File: src/rtl/led_pattern_gen.sv
// Eight-LED pattern generator: debounced mode/pause buttons drive a four-mode pattern FSM.
// Optional PWM dimming of the LED outputs is compiled in when LED_PWM_EN is defined.
module led_pattern_gen #(
  parameter int unsigned TICK_DIV   = 1200000,
  parameter int unsigned DEB_CYCLES = 120000,
  parameter logic [7:0]  PWM_DUTY   = 8'd64
) (
  input  logic CLK,
  input  logic RST,
  input  logic SW1,
  input  logic SW2,
  output logic LED0,
  output logic LED1,
  output logic LED2,
  output logic LED3,
  output logic LED4,
  output logic LED5,
  output logic LED6,
  output logic LED7
);

  localparam int unsigned TW = (TICK_DIV > 1) ? $clog2(TICK_DIV) : 1;
  localparam int unsigned DW = (DEB_CYCLES > 1) ? $clog2(DEB_CYCLES + 1) : 1;
  localparam logic [TW-1:0] TickLast = TW'(TICK_DIV - 1);
  localparam logic [DW-1:0] DebLast  = DW'(DEB_CYCLES - 1);

  localparam logic [1:0] ModeShift  = 2'd0;
  localparam logic [1:0] ModeBounce = 2'd1;
  localparam logic [1:0] ModeCount  = 2'd2;
  localparam logic [1:0] ModeBlink  = 2'd3;

  // Index 0 is SW1 (mode), index 1 is SW2 (pause).
  logic [1:0]    sw_raw;
  logic [1:0]    sync1_q, sync2_q, stable_q, press;
  logic [DW-1:0] deb_cnt_q [2];

  assign sw_raw = {SW2, SW1};

  always_ff @(posedge CLK or posedge RST) begin
    if (RST) begin
      sync1_q <= '0;
      sync2_q <= '0;
    end else begin
      sync1_q <= sw_raw;
      sync2_q <= sync1_q;
    end
  end

  always_ff @(posedge CLK or posedge RST) begin
    if (RST) begin
      stable_q <= '0;
      for (int i = 0; i < 2; i++) deb_cnt_q[i] <= '0;
    end else begin
      for (int i = 0; i < 2; i++) begin
        if (sync2_q[i] == stable_q[i]) begin
          deb_cnt_q[i] <= '0;
        end else if (deb_cnt_q[i] == DebLast) begin
          deb_cnt_q[i] <= '0;
          stable_q[i]  <= sync2_q[i];
        end else begin
          deb_cnt_q[i] <= deb_cnt_q[i] + 1'b1;
        end
      end
    end
  end

  // Pulse coincides with the edge that flips the stable level from 0 to 1.
  assign press[0] = sync2_q[0] & ~stable_q[0] & (deb_cnt_q[0] == DebLast);
  assign press[1] = sync2_q[1] & ~stable_q[1] & (deb_cnt_q[1] == DebLast);

  function automatic logic [7:0] init_pattern(input logic [1:0] m);
    unique case (m)
      ModeCount: return 8'h00;
      ModeBlink: return 8'h55;
      default:   return 8'h01;
    endcase
  endfunction

  logic [1:0]    mode_q, mode_d;
  logic [7:0]    pattern_q, pattern_d;
  logic          dir_up_q, dir_up_d;
  logic          paused_q, paused_d;
  logic [TW-1:0] presc_q, presc_d;
  logic          tick;

  assign tick = ~paused_q & (presc_q == TickLast);

  always_comb begin
    mode_d    = mode_q;
    pattern_d = pattern_q;
    dir_up_d  = dir_up_q;
    presc_d   = presc_q;
    paused_d  = paused_q ^ press[1];
    if (press[0]) begin
      // A mode load wins over a coincident tick, paused or not.
      mode_d    = mode_q + 2'd1;
      pattern_d = init_pattern(mode_d);
      dir_up_d  = 1'b1;
      presc_d   = '0;
    end else if (!paused_q) begin
      presc_d = tick ? '0 : presc_q + 1'b1;
      if (tick) begin
        unique case (mode_q)
          ModeShift: pattern_d = {pattern_q[6:0], pattern_q[7]};
          ModeBounce: begin
            if (dir_up_q) begin
              if (pattern_q == 8'h80) begin
                pattern_d = 8'h40;
                dir_up_d  = 1'b0;
              end else begin
                pattern_d = pattern_q << 1;
              end
            end else begin
              if (pattern_q == 8'h01) begin
                pattern_d = 8'h02;
                dir_up_d  = 1'b1;
              end else begin
                pattern_d = pattern_q >> 1;
              end
            end
          end
          ModeCount: pattern_d = pattern_q + 8'd1;
          ModeBlink: pattern_d = ~pattern_q;
          default:   pattern_d = pattern_q;
        endcase
      end
    end
  end

  always_ff @(posedge CLK or posedge RST) begin
    if (RST) begin
      mode_q    <= ModeShift;
      pattern_q <= 8'h01;
      dir_up_q  <= 1'b1;
      paused_q  <= 1'b0;
      presc_q   <= '0;
    end else begin
      mode_q    <= mode_d;
      pattern_q <= pattern_d;
      dir_up_q  <= dir_up_d;
      paused_q  <= paused_d;
      presc_q   <= presc_d;
    end
  end

  logic [7:0] led;

`ifdef LED_PWM_EN
  logic [7:0] pwm_cnt_q;

  always_ff @(posedge CLK or posedge RST) begin
    if (RST) pwm_cnt_q <= 8'd0;
    else     pwm_cnt_q <= pwm_cnt_q + 8'd1;
  end

  assign led = pattern_q & {8{pwm_cnt_q < PWM_DUTY}};
`else
  logic unused_pwm_duty;
  assign unused_pwm_duty = ^PWM_DUTY;
  assign led = pattern_q;
`endif

  assign LED0 = led[0];
  assign LED1 = led[1];
  assign LED2 = led[2];
  assign LED3 = led[3];
  assign LED4 = led[4];
  assign LED5 = led[5];
  assign LED6 = led[6];
  assign LED7 = led[7];

endmodule
File: config.mk
export PLATFORM = sky130hd
export DESIGN_NAME = led_pattern_gen
export DESIGN_NICKNAME = d
export VERILOG_FILES = /design/src/rtl/led_pattern_gen.sv
export SDC_FILE = /design/constraint.sdc
export NUM_CORES = 1
export LEC_CHECK = 0
export ABC_AREA = 0
export CAP_MARGIN = 20
export CORE_ASPECT_RATIO = 0.5
export CORE_MARGIN = 4
export CORE_UTILIZATION = 40
export CTS_BUF_LIST = sky130_fd_sc_hd__clkbuf_4 sky130_fd_sc_hd__clkbuf_8
export DETAILED_ROUTE_END_ITERATION = 8
export SYNTH_ARGS = -nofsm -noshare
export SYNTH_HDL_FRONTEND = slang
export SYNTH_SLANG_ARGS = --single-unit
File: constraint.sdc
create_clock -name CLK -period 2.1 [get_ports CLK]
set_input_delay 0.21 -clock CLK [delete_from_list [all_inputs] [get_ports CLK]]
set_output_delay 0.21 -clock CLK [all_outputs]
set_load 0.03 [all_outputs]
==> run_results.csv <==
group,metric,value,unit
route,firstDrtPassIters,5,
worst_setup_path,r2r_start,"presc_q[15]",
finish,fin_area,4540,um^2
global_routing,antenna_found_initial,0,
worst_setup_path,crit_path_end_kind,"register",
yosys,synth_cells,418,
route,dr.first_iter.drc_count,164,
clocking,cts_tree,"done",
global_routing,first_global_vias,2899,
route,drtAntennaViolNets,0,
yosys,synth_nets,435,
worst_setup_path,path_cells,"or4b_1 > or3_4 > or2_4 > nand2_2 > buf_12 > nor2_1",
finish,area_growth,16.3,%
global_routing,gr-usage-all-layers,0.147,
yosys,synth_edf_count,0,
finish,antenna_cells,0,
run_status,outcome,"complete, no violations",
clocking,clk_path_buf_depth,2,
finish,num-fill-cells,920,
worst_setup_path,cp.required,2.34,ns
clocking,hold_buffers,0,
die,row_count,25,
clocking,clk-insertion-delay-late,0.35,ns
die,initial_utilization,0.411,
global_routing,grt-ovfl-total,0,
worst_setup_path,crit_fanout,16,
yosys,syn_area,3900,um^2
global_routing,grt_pass1_wl,13.5,mm
worst_setup_path,cp-start-kind,"register",
die,die_w,148,um
clocking,h-tree-depth,3,
yosys,ys.flop_type,"dfrtp_1",
place,dpl-instance-area,4300,um^2
die,coreArea,9480,um^2
pwr,p_leak,1.91,nW
place,dpl.hpwl,5.28,mm
sta,setup_violations,0,
worst_setup_path,cp_top_family,"simple AND/OR/NAND/NOR gates",
die,fp.dieH,77.8,um
worst_hold_path,hold_path_class,"input pin to asynchronous set/reset pin",
yosys,async_flop_share,1.00,
sta,slew_viol_final,0,
clocking,clockRootBuffer,"clkbuf_8",
sta,min_period,2.02,ns
pwr,powerDensity,601,nW/um^2
yosys,synthTopCellsByArea,"dfrtp_1 46%, nor2_1 7.1%, xnor2_1 6.7%",
sta,hold_viol_final,0,
global_routing,grt_max_degree,74,
route,wl_per_cell,13.1,um
die,dieArea,11500,um^2
worst_setup_path,slowest_stage,"or4b_1",
place,gp_congestion,0.804,
yosys,yosysTopAreaCell,"dfrtp_1",
sta,rsz0062_at_grt,"yes",
place,portBuffers,11,
finish,final_core_util,0.479,
sta,setup_ws,0.0835,ns
route,post-route-drc-count,0,
yosys,ys_warn_count,0,
route,drt-total-wl,7.69,mm
yosys,syn_area_per_cell,9.33,um^2
finish,nets,464,
clocking,cts_resized,0,
yosys,synth_top_area_share,0.456,
pwr,vdd_drop_max,0.260,mV
finish,drive_above_1_share,0.115,
worst_setup_path,critical_path_class,"register to register",
sta,skew,0.00677,ns
clocking,numCtsBuffers,9,
clocking,postCtsSetupRepairBufs,0,
worst_setup_path,crit_path_start,"presc_q[15]",
die,io_pins,12,
sta,max_freq,496,MHz
clocking,cts.sinks,73,
worst_setup_path,worstPathArrival,2.25,ns
clocking,clk_pin_slew_worst_paths,0.07,ns
worst_setup_path,worst-path-buf-inv,1,
yosys,seq_area_frac_synth,0.469,
yosys,ys_ff_latch,73,
yosys,synth.distinct_cells,51,
worst_setup_path,cp_slowest_stage_delay,0.57,ns
route,via_per_inst,5.11,
place,dp_slack,0.0988,ns
route,via_count,3002,
sta,finalCritPeriodShare,0.960,
sta,tightest_slew,0.524,ns
job,maxCapViolations,0,
sta,relSlewSlack,0.647,
## cell usage in the layout, fill, tap and decap left out, types with 3 or more instances in the layout
cell type	instances
xor2_1	21
nor2_1	74
a21oi_1	12
nor2b_1	5
nor4_1	7
o21ai_0	13
nor4b_1	4
buf_4	21
nand4_1	13
and3_1	6
inv_1	20
a22oi_1	4
nand3_1	22
clkbuf_8	10
nor3_1	12
nand2b_1	3
clkdlybuf4s50_1	11
and4_1	3
dfrtp_1	71
or3_1	3
ha_1	13
xnor2_1	30
nand2_1	26
mux2_2	3
## final cells by class
class	count	area, um^2	area share
Inverter	21	78.8	0.0174
Clock buffer	11	145	0.0320
Timing Repair Buffer	34	308	0.0678
Tap cell	135	169	0.0372
Multi-Input combinational cell	308	1930	0.425
Sequential cell	73	1830	0.403
Clock inverter	5	78.8	0.0174
## sequential cells by signal, summed over array words and instances (netlist names)
register,cells
deb_cnt_q,34
presc_q,21
led,8
mode_q,2
stable_q,2
sync1_q,2
sync2_q,2
dir_up_q,1
paused_q,1
## path summary, 6_finish.rpt
kind	cells past startpoint	slack (ns)	to
worst max register to register	6	0.08	presc_q[5]
worst min-delay path	3	0.26	deb_cnt_q[29]
worst min register to register	0	0.35	sync2_q[1]
max in group asynchronous	3	1.51	dir_up_q
min in group CLK	1	0.30	sync1_q[1]
worst max-delay path	6	0.08	presc_q[5]
## worst register-to-register path, stage by stage (launching register included)
cell,delay [ns]
dfrtp_1,0.38
or4b_1,0.57
or3_4,0.36
or2_4,0.30
nand2_2,0.11
buf_12,0.14
nor2_1,0.06
## Yosys cell counts, types with 2 or more instances
master      n
a21o_1      2
a21oi_1    12
a22oi_1     4
a2bb2oi_1   2
a311o_1     2
a31oi_1     2
and3_1      6
and4_1      3
clkbuf_1   13
dfrtp_1    71
dfstp_2     2
ha_1       13
inv_1      21
mux2_2      3
nand2_1    27
nand2b_1    3
nand3_1    22
nand3b_1    2
nand4_1    13
nand4b_1    2
nor2_1     74
nor2b_1     5
nor3_1     12
nor4_1      8
nor4b_1     4
o21ai_0    13
o221ai_1    2
or3_1       3
xnor2_1    30
xor2_1     21
## routing by layer
metal	share of wire	GRT usage
met5	0	0
met4	0.010	0.0493
met3	0.051	0.0473
met2	0.45	0.233
met1	0.49	0.191
## cell families after synthesis
kind of cell | synth area share
and+or+nand+nor | 0.248
AOI/OAI and AO/OA | 0.0767
adders and majority gates | 0.0417
muxes | 0.0112
buffers and inverters | 0.0388
xor gates and xnor gates | 0.115
DFF | 0.469
## stage by stage
stage,setup TNS [ns],hold slack [ns],total power [mW],instances
after global placement,0,0.333,1.53,571
after CTS,0,0.256,2.78,587
after detailed placement,0,0.335,1.53,571
after floorplan,0,0.241,1.50,418
final,0,0.255,2.73,587
after global routing,-0.00395,0.279,2.86,587
## power by group
part / internal (mW) / switching, mW / total (mW)
combinational: 0.0233 / 0.0486 / 0.0719
sequential: 1.42 / 0.0103 / 1.43
clock: 0.712 / 0.513 / 1.23
total: 2.15 / 0.572 / 2.73
(Power assumes the default switching activity.)
